===== config.mk =====
export PLATFORM = sky130hd
export DESIGN_NAME = pio_mailbox_responder
export DESIGN_NICKNAME = d
export VERILOG_FILES = /design/src/rtl/pio_mailbox_responder.sv
export SDC_FILE = /design/constraint.sdc
export NUM_CORES = 1
export LEC_CHECK = 0
export BUFFER_PORTS_ARGS = -buffer_cell sky130_fd_sc_hd__buf_2
export CAP_MARGIN = 15
export CORE_AREA = 5 5 156 128
export CTS_CLUSTER_DIAMETER = 150
export DETAILED_ROUTE_END_ITERATION = 8
export DIE_AREA = 0 0 161 133
export PLACE_DENSITY_LB_ADDON = 0.3
export SLEW_MARGIN = 40
export SYNTH_ARGS = -nofsm -noshare
export SYNTH_HDL_FRONTEND = slang
export SYNTH_SLANG_ARGS = --single-unit

===== constraint.sdc =====
create_clock -name clk_clk -period 2.45 [get_ports clk_clk]
set_input_delay 0.245 -clock clk_clk [delete_from_list [all_inputs] [get_ports clk_clk]]
set_output_delay 0.245 -clock clk_clk [all_outputs]
set_load 0.1 [all_outputs]

===== src/rtl/pio_mailbox_responder.sv =====
`default_nettype none
// +----------------------------------------------------------------------------+
// | Module      : pio_mailbox_responder                                        |
// | Description : FPGA-side responder for the host PIO mailbox. Captures a     |
// |               command word on a REQ toggle, executes it (7-seg, LEDs,      |
// |               button/switch readback) and returns a response word with a   |
// |               matching ACK toggle.                                         |
// |               Optional build macro: DEBOUNCE_EN (per-button debounce).     |
// | Revision    : 1.0 - initial release                                        |
// +----------------------------------------------------------------------------+
module pio_mailbox_responder #(
  parameter int DEBOUNCE_CYCLES = 50000
) (
  input  logic        clk_clk,
  input  logic        reset_reset_n,
  input  logic [31:0] cmd_word,
  output logic [31:0] rsp_word,
  input  logic [3:0]  buttons_n,
  input  logic [17:0] switches,
  output logic [31:0] hex_seg_n,
  output logic [17:0] ledr,
  output logic [8:0]  ledg,
  output logic        busy
);

  typedef enum logic [1:0] {
    ST_INIT = 2'd0,
    ST_IDLE = 2'd1,
    ST_EXEC = 2'd2,
    ST_RESP = 2'd3
  } state_t;

  localparam logic [2:0] c_op_set_hex  = 3'd1;
  localparam logic [2:0] c_op_set_ledr = 3'd2;
  localparam logic [2:0] c_op_set_ledg = 3'd3;
  localparam logic [2:0] c_op_read_in  = 3'd4;
  localparam logic [2:0] c_op_echo     = 3'd5;

  state_t      r_state;
  logic        r_last_req;
  logic [31:0] r_cmd_q;
  logic [1:0]  r_digit;
  logic [31:0] r_shadow;
  logic [3:0]  r_btn_meta;
  logic [3:0]  r_btn_sync;
  logic [3:0]  w_btn;
  logic [2:0]  w_op;
  logic        w_err;
  logic [26:0] w_data;

  // Active-low segment pattern {g,f,e,d,c,b,a} for one hex nibble
  function automatic logic [6:0] f_seg7(input logic [3:0] nib);
    logic [6:0] seg;
    case (nib)
      4'h0: seg = 7'h40;  4'h1: seg = 7'h79;  4'h2: seg = 7'h24;  4'h3: seg = 7'h30;
      4'h4: seg = 7'h19;  4'h5: seg = 7'h12;  4'h6: seg = 7'h02;  4'h7: seg = 7'h78;
      4'h8: seg = 7'h00;  4'h9: seg = 7'h10;  4'hA: seg = 7'h08;  4'hB: seg = 7'h03;
      4'hC: seg = 7'h46;  4'hD: seg = 7'h21;  4'hE: seg = 7'h06;  default: seg = 7'h0E;
    endcase
    return seg;
  endfunction

  // Two-flop synchroniser for the asynchronous active-low buttons (idle = released)
  always_ff @(posedge clk_clk or negedge reset_reset_n) begin
    if (!reset_reset_n) begin
      r_btn_meta <= 4'hF;
      r_btn_sync <= 4'hF;
    end else begin
      r_btn_meta <= buttons_n;
      r_btn_sync <= r_btn_meta;
    end
  end

`ifdef DEBOUNCE_EN
  localparam int c_cnt_w = $clog2(DEBOUNCE_CYCLES + 1);

  for (genvar gi = 0; gi < 4; gi++) begin : g_debounce
    logic [c_cnt_w-1:0] r_cnt;
    logic               r_level;

    // A new level must persist for DEBOUNCE_CYCLES clocks; any bounce restarts the count
    always_ff @(posedge clk_clk or negedge reset_reset_n) begin
      if (!reset_reset_n) begin
        r_cnt   <= '0;
        r_level <= 1'b0;
      end else if (~r_btn_sync[gi] != r_level) begin
        if (r_cnt == c_cnt_w'(DEBOUNCE_CYCLES - 1)) begin
          r_level <= ~r_level;
          r_cnt   <= '0;
        end else begin
          r_cnt <= r_cnt + 1'b1;
        end
      end else begin
        r_cnt <= '0;
      end
    end

    assign w_btn[gi] = r_level;
  end
`else
  assign w_btn = ~r_btn_sync;
`endif

  assign w_op  = r_cmd_q[30:28];
  assign w_err = (w_op == 3'd6) || (w_op == 3'd7);

  // Response data field for the command held in cmd_q
  always_comb begin
    w_data = '0;
    case (w_op)
      c_op_set_hex:  w_data = {11'd0, r_cmd_q[15:0]};
      c_op_set_ledr: w_data = {9'd0, r_cmd_q[17:0]};
      c_op_set_ledg: w_data = {18'd0, r_cmd_q[8:0]};
      c_op_read_in:  w_data = {5'd0, w_btn, switches};
      c_op_echo:     w_data = r_cmd_q[26:0];
      default:       w_data = '0;
    endcase
  end

  // Mailbox sequencer: INIT -> IDLE -> EXEC -> RESP -> IDLE, all outputs registered
  always_ff @(posedge clk_clk or negedge reset_reset_n) begin
    if (!reset_reset_n) begin
      r_state    <= ST_INIT;
      r_last_req <= 1'b0;
      r_cmd_q    <= '0;
      r_digit    <= '0;
      r_shadow   <= '1;
      rsp_word   <= '0;
      hex_seg_n  <= '1;
      ledr       <= '0;
      ledg       <= '0;
      busy       <= 1'b0;
    end else begin
      case (r_state)
        // Adopt whatever REQ is pending so a stale word is never replayed
        ST_INIT: begin
          r_last_req <= cmd_word[31];
          r_state    <= ST_IDLE;
        end
        ST_IDLE: begin
          if (cmd_word[31] != r_last_req) begin
            r_cmd_q    <= cmd_word;
            r_last_req <= cmd_word[31];
            r_digit    <= 2'd0;
            busy       <= 1'b1;
            r_state    <= ST_EXEC;
          end
        end
        ST_EXEC: begin
          if (w_op == c_op_set_hex) begin
            r_shadow[{r_digit, 3'b000} +: 8] <= {1'b1, f_seg7(r_cmd_q[{r_digit, 2'b00} +: 4])};
            r_digit <= r_digit + 2'd1;
            if (r_digit == 2'd3) begin
              r_state <= ST_RESP;
            end
          end else begin
            r_state <= ST_RESP;
          end
        end
        ST_RESP: begin
          rsp_word <= {r_cmd_q[31], w_op, w_err, w_data};
          if (w_op == c_op_set_hex) begin
            hex_seg_n <= r_shadow;
          end
          if (w_op == c_op_set_ledr) begin
            ledr <= r_cmd_q[17:0];
          end
          if (w_op == c_op_set_ledg) begin
            ledg <= r_cmd_q[8:0];
          end
          busy    <= 1'b0;
          r_state <= ST_IDLE;
        end
        default: r_state <= ST_INIT;
      endcase
    end
  end

endmodule
`default_nettype wire


# Yosys cells after proc, flatten, opt, wreduce, memory -nomap -nowiden
# Memory sizes are Yosys's and may differ from the RTL's.
# Cells that the tools add are included.
# classes
n_addsub,2
eq_ne,15
shift,3
muxes,15
n_bitwise,1
reduce_logical,15
# ops
cell,count
27-bit case mux with 5 select lines,1
32-bit bitwise mux,1
"8-bit by 7-bit variable shift with 32-bit output, first input constant",1
32-bit by 5-bit variable part select with 4-bit output,1
8-bit by 7-bit variable part select with 32-bit output,1
2-bit AND reduction,8
7-bit two-way mux,2
"3-bit == test, second input constant",4
2-bit two-way mux,5
5-bit negation with 7-bit output,1
"2-bit == test, second input constant",3
"3-bit by 2-bit == test with 1-bit output, second input constant",2
2-bit case mux with 3 select lines,1
2-bit nonzero test,3
"2-bit inequality test, second input constant",2
4-bit NOT,1
1-bit case mux with 2 select lines,2
2-bit case mux with 2 select lines,1
"3-bit by 1-bit == test with 1-bit output, second input constant",1
"3-bit inequality test, second input constant",1
3-bit AND reduction,1
"2-bit by 1-bit adder with 2-bit output, second input constant",1
"2-bit by 1-bit == test with 1-bit output, second input constant",1
2-bit zero test,1
other kinds (4),5
# word_totals
regBits,169
romBits,112
out_inout_bits,92
word_cells,64
memories,1
# mem_list
memory,words,word_bits,rd,rd_ports_with_merged_regs,wr,line_no,text
(no name shown),16,7,1,0,0,54,case (nib)

# Longest topological paths before layout
# An unclocked memory read counts as a cell.
# depth
ltp_word,6
ltp_mapped,9
mapped_depth_nobuf,7

# Worst setup path before layout
# No wires, ideal clock.
# synth_timing
path_kind,register to register
startpoint,reg r_digit[0]
endpoint,reg r_shadow[0]
t_arrival_ps,2239
required_time_ps,2345
path_slack_ps,106
stages_incl_launch_ff,9
n_path_buf,2
cell_sequence,dfrtp_1 > buf_6 > buf_2 > mux4_2 > inv_1 > ha_1 > nor2_1 > a22o_1 > o41ai_1
# synth_between
elab_chain_cells,6
elab_cells_between_ends,8
classes_between,add/sub (1); shift (3); mux (3); memory (1)
# synth_lines
item,line_no,text
"start, declared",42,logic [1:0] r_digit;
"start signal, assigned",152,r_digit <= r_digit + 2'd1;
32-bit by 5-bit variable part select with 4-bit output,151,"r_shadow[{r_digit, 3'b000} +: 8] <= {1'b1, f_seg7(r_cmd_q[{r_digit, 2'b00} +: 4])};"
memory read 16 x 7 bit,--,
7-bit two-way mux,150,if (w_op == c_op_set_hex) begin
7-bit two-way mux,134,case (r_state)
8-bit by 7-bit variable part select with 32-bit output,151,
32-bit bitwise mux (*),151,
"end signal, assigned by index",151,
"end, declared",43,logic [31:0] r_shadow;
# Mark *: on every way between the ends. The rest lies on a longest branch, timed or not. The select of a mux whose other input is x is not followed.
# A chain may end at the register's enable or synchronous reset.

# Worst setup path in the final report
# layout_timing
startpoint,reg r_digit[0]
endpoint,reg r_shadow[11]
# Same word-level chain as after synthesis.

==> results.tsv <==
metric	value	unit
clock-root-buffer	clkbuf_16	
ant_nets	0	
status	finished, final reports clean	
drc	0	
clk_pin_slew	0.07	ns
cts-buffers-inserted	17	
grt_pass1_vias	5143	
min_period_over_period	94.6	%
syn_avg_cell_area	13.2	um2
rows	45	
dieWidth	161	um
htree_levels	4	
skew	0.0140	ns
ff2ff_setup_slack	0.13	ns
synth.cell_area	0.00714	mm2
clk_latency	0.43	ns
critPathMostFrequentCell	inv_1	
maxCapViolCount	0	
worst_ep_arrival_time	2.67	ns
drt_iter0_drc	319	
io_buffers	146	
synth-edff-count	0	
ios	148	
worst_pin_slew	0.703	ns
antenna_found_initial	5	
cp-end-kind	register	
grt_max_degree	56	
synth_seq_cells	168	
async_flop_share	100	%
slowest_delay	0.69	ns
path_max_fanout	5	
holdCritPathClass	in2reg	
crit_type	reg2reg	
gp_congestion	0.866	
clockBufferDepth	2	
ys_types	42	
cp_data_required_time	2.80	ns
yosys_warnings	0	
dp_hpwl	12.6	mm
synthCells	541	
rsz0062_at_grt	false	
drt-total-wl	17.4	mm
clock_sinks	168	
area_growth	25.1	%
synth_flop_cell	dfrtp_1	
core	0.0185	mm2
start_util	38.7	%
setup_viol	0	
timing.fmax	431	MHz
period_minus_slack	2.32	ns
cts_tree	built	
drive_gt1_share	53.7	%
routed-via-count	4797	
die_area	0.0214	mm2
grt_overflow	0	
vias_per_cell	5.02	
path_cells	mux4_1, inv_1, ha_1, inv_1, mux4_2, a22o_1	
hold_viol	0	
ys_seq_area_share	60.1	%
start_kind	register	
grt_util_all_layers	16.7	%
nNetsFinal	778	
avgRoutedWirePerCell	18.2	um
setup_tns	0	ns
drv_slew	0	
grt_pass1_wl	28.0	mm
cts_setup_buffers	0	
slew_headroom	53.1	%
synth_nets	613	
crit_path_top_delay_cell	mux4_1	
drtPass1Iterations	4	
fp.dieH	133	um
-- cell usage after synthesis (3+ instances only) --
master / instances / area (um2)
a21oi_1: 10 / 50.1
a22o_1: 10 / 87.6
a22oi_1: 19 / 143
buf_1: 3 / 11.3
buf_2: 8 / 40.0
clkbuf_1: 12 / 45.0
dfrtp_1: 96 / 2400
dfstp_2: 72 / 1890
ha_1: 16 / 200
inv_1: 43 / 161
mux2_2: 102 / 1150
mux2i_1: 4 / 40.0
mux4_2: 4 / 90.1
nand2_1: 29 / 109
nand2b_1: 7 / 43.8
nand4_1: 4 / 25.0
nor2_1: 16 / 60.1
o21ai_0: 23 / 115
o22ai_1: 27 / 169
o41ai_1: 4 / 35.0
or3_1: 4 / 25.0
-- critical path, delay by kind of cell (launching register included) --
kind	cells	cell delay [ns]
flip-flops	1	0.41
AO/OA/AOI/OAI	1	0.23
buffers and inverters	2	0.23
multiplexers	2	1.21
adder cells (fa/ha/maj)	1	0.16
-- cell type report --
class / count / area, um2
diodes: 1 / 2.50
clock buffers: 21 / 470
clock inverters: 11 / 158
fillers: 1591 / 9530
inverters: 43 / 161
multi-input cells: 304 / 2590
flip-flops and latches: 168 / 4290
well taps: 235 / 294
repair buffers: 172 / 970
-- kinds of logic after synthesis --
family                     Yosys count  share of synthesized area (%)
muxes                              112                           18.6
buffers and inverters               69                           4.03
and+or+nand+nor                     74                           5.08
xor gates and xnor gates             3                          0.368
DFF                                168                           60.1
AOI/OAI and AO/OA                   99                           9.02
adders and majority gates           16                           2.80
-- state kept, by name, summed over array words and instances, names as in the netlist --
signal,cells
hex_seg_n,32
busy,1
ledg,9
r_btn_meta,4
r_cmd_q,31
r_btn_sync,4
rsp_word,32
r_digit,2
r_shadow,32
ledr,18
r_state,2
r_last_req,1
-- layout by cell type (no fill, tap or decap), types with 17 or more instances in the layout --
master,n
dfstp_2,72
mux2_2,102
buf_2,145
a22oi_1,19
clkbuf_16,17
o22ai_1,27
buf_4,19
nand2_1,29
inv_1,43
o21ai_0,23
dfrtp_1,96
-- path summary, 6_finish.rpt --
| path | startpoint | depth (start not counted) | to |
|---|---|---|---|
| setup / recovery | r_digit[0] | 6 | r_shadow[11] |
| hold / removal | cmd_word[24] | 2 | r_cmd_q[24] |
| setup reg to reg | r_digit[0] | 6 | r_shadow[11] |
| hold reg to reg | r_btn_meta[0] | 0 | r_btn_sync[0] |
| max in group asynchronous | reset_reset_n | 3 | r_btn_meta[3] |
| min in group asynchronous | reset_reset_n | 2 | r_cmd_q[13] |
-- per-layer routing --
layer / up-vias / GRT usage, % / wire length, um / part of all wire [%]
li1: 2235 / - / - / -
met1: 2399 / 22.6 / 7880 / 45
met2: 133 / 25.1 / 8010 / 46
met3: 22 / 7.01 / 1230 / 7.1
met4: 8 / 3.98 / 197 / 1.1
met5: - / 0 / 42 / 0.24
-- repair_timing --
| action | in CTS | in global routing |
|---|---|---|
| endpoints found under the hold margin | 43 | 0 |
| endpoints found under the setup margin | 0 | 4 |
| resized for setup | 0 | 3 |
| hold buffers | 5 | 0 |
-- metrics by stage --
step / util, % / std cells / area, um2 / hold slack, ns / setup slack [ns]
after floorplan: - / 541 / 7140 / -0.0506 / 0.106
after global placement: 44.6 / 917 / 8250 / 0.177 / 0.185
after detailed placement: 44.7 / 917 / 8250 / 0.184 / 0.0926
after CTS: 48.3 / 954 / 8930 / 0.0287 / 0.0679
after global routing: 48.4 / 955 / 8940 / 0.0323 / 0.0114
final: 48.4 / 955 / 8940 / 0.0477 / 0.131
Power is not shown: default switching activity piles up to over one toggle a cycle in this logic, so the estimate is an artifact.
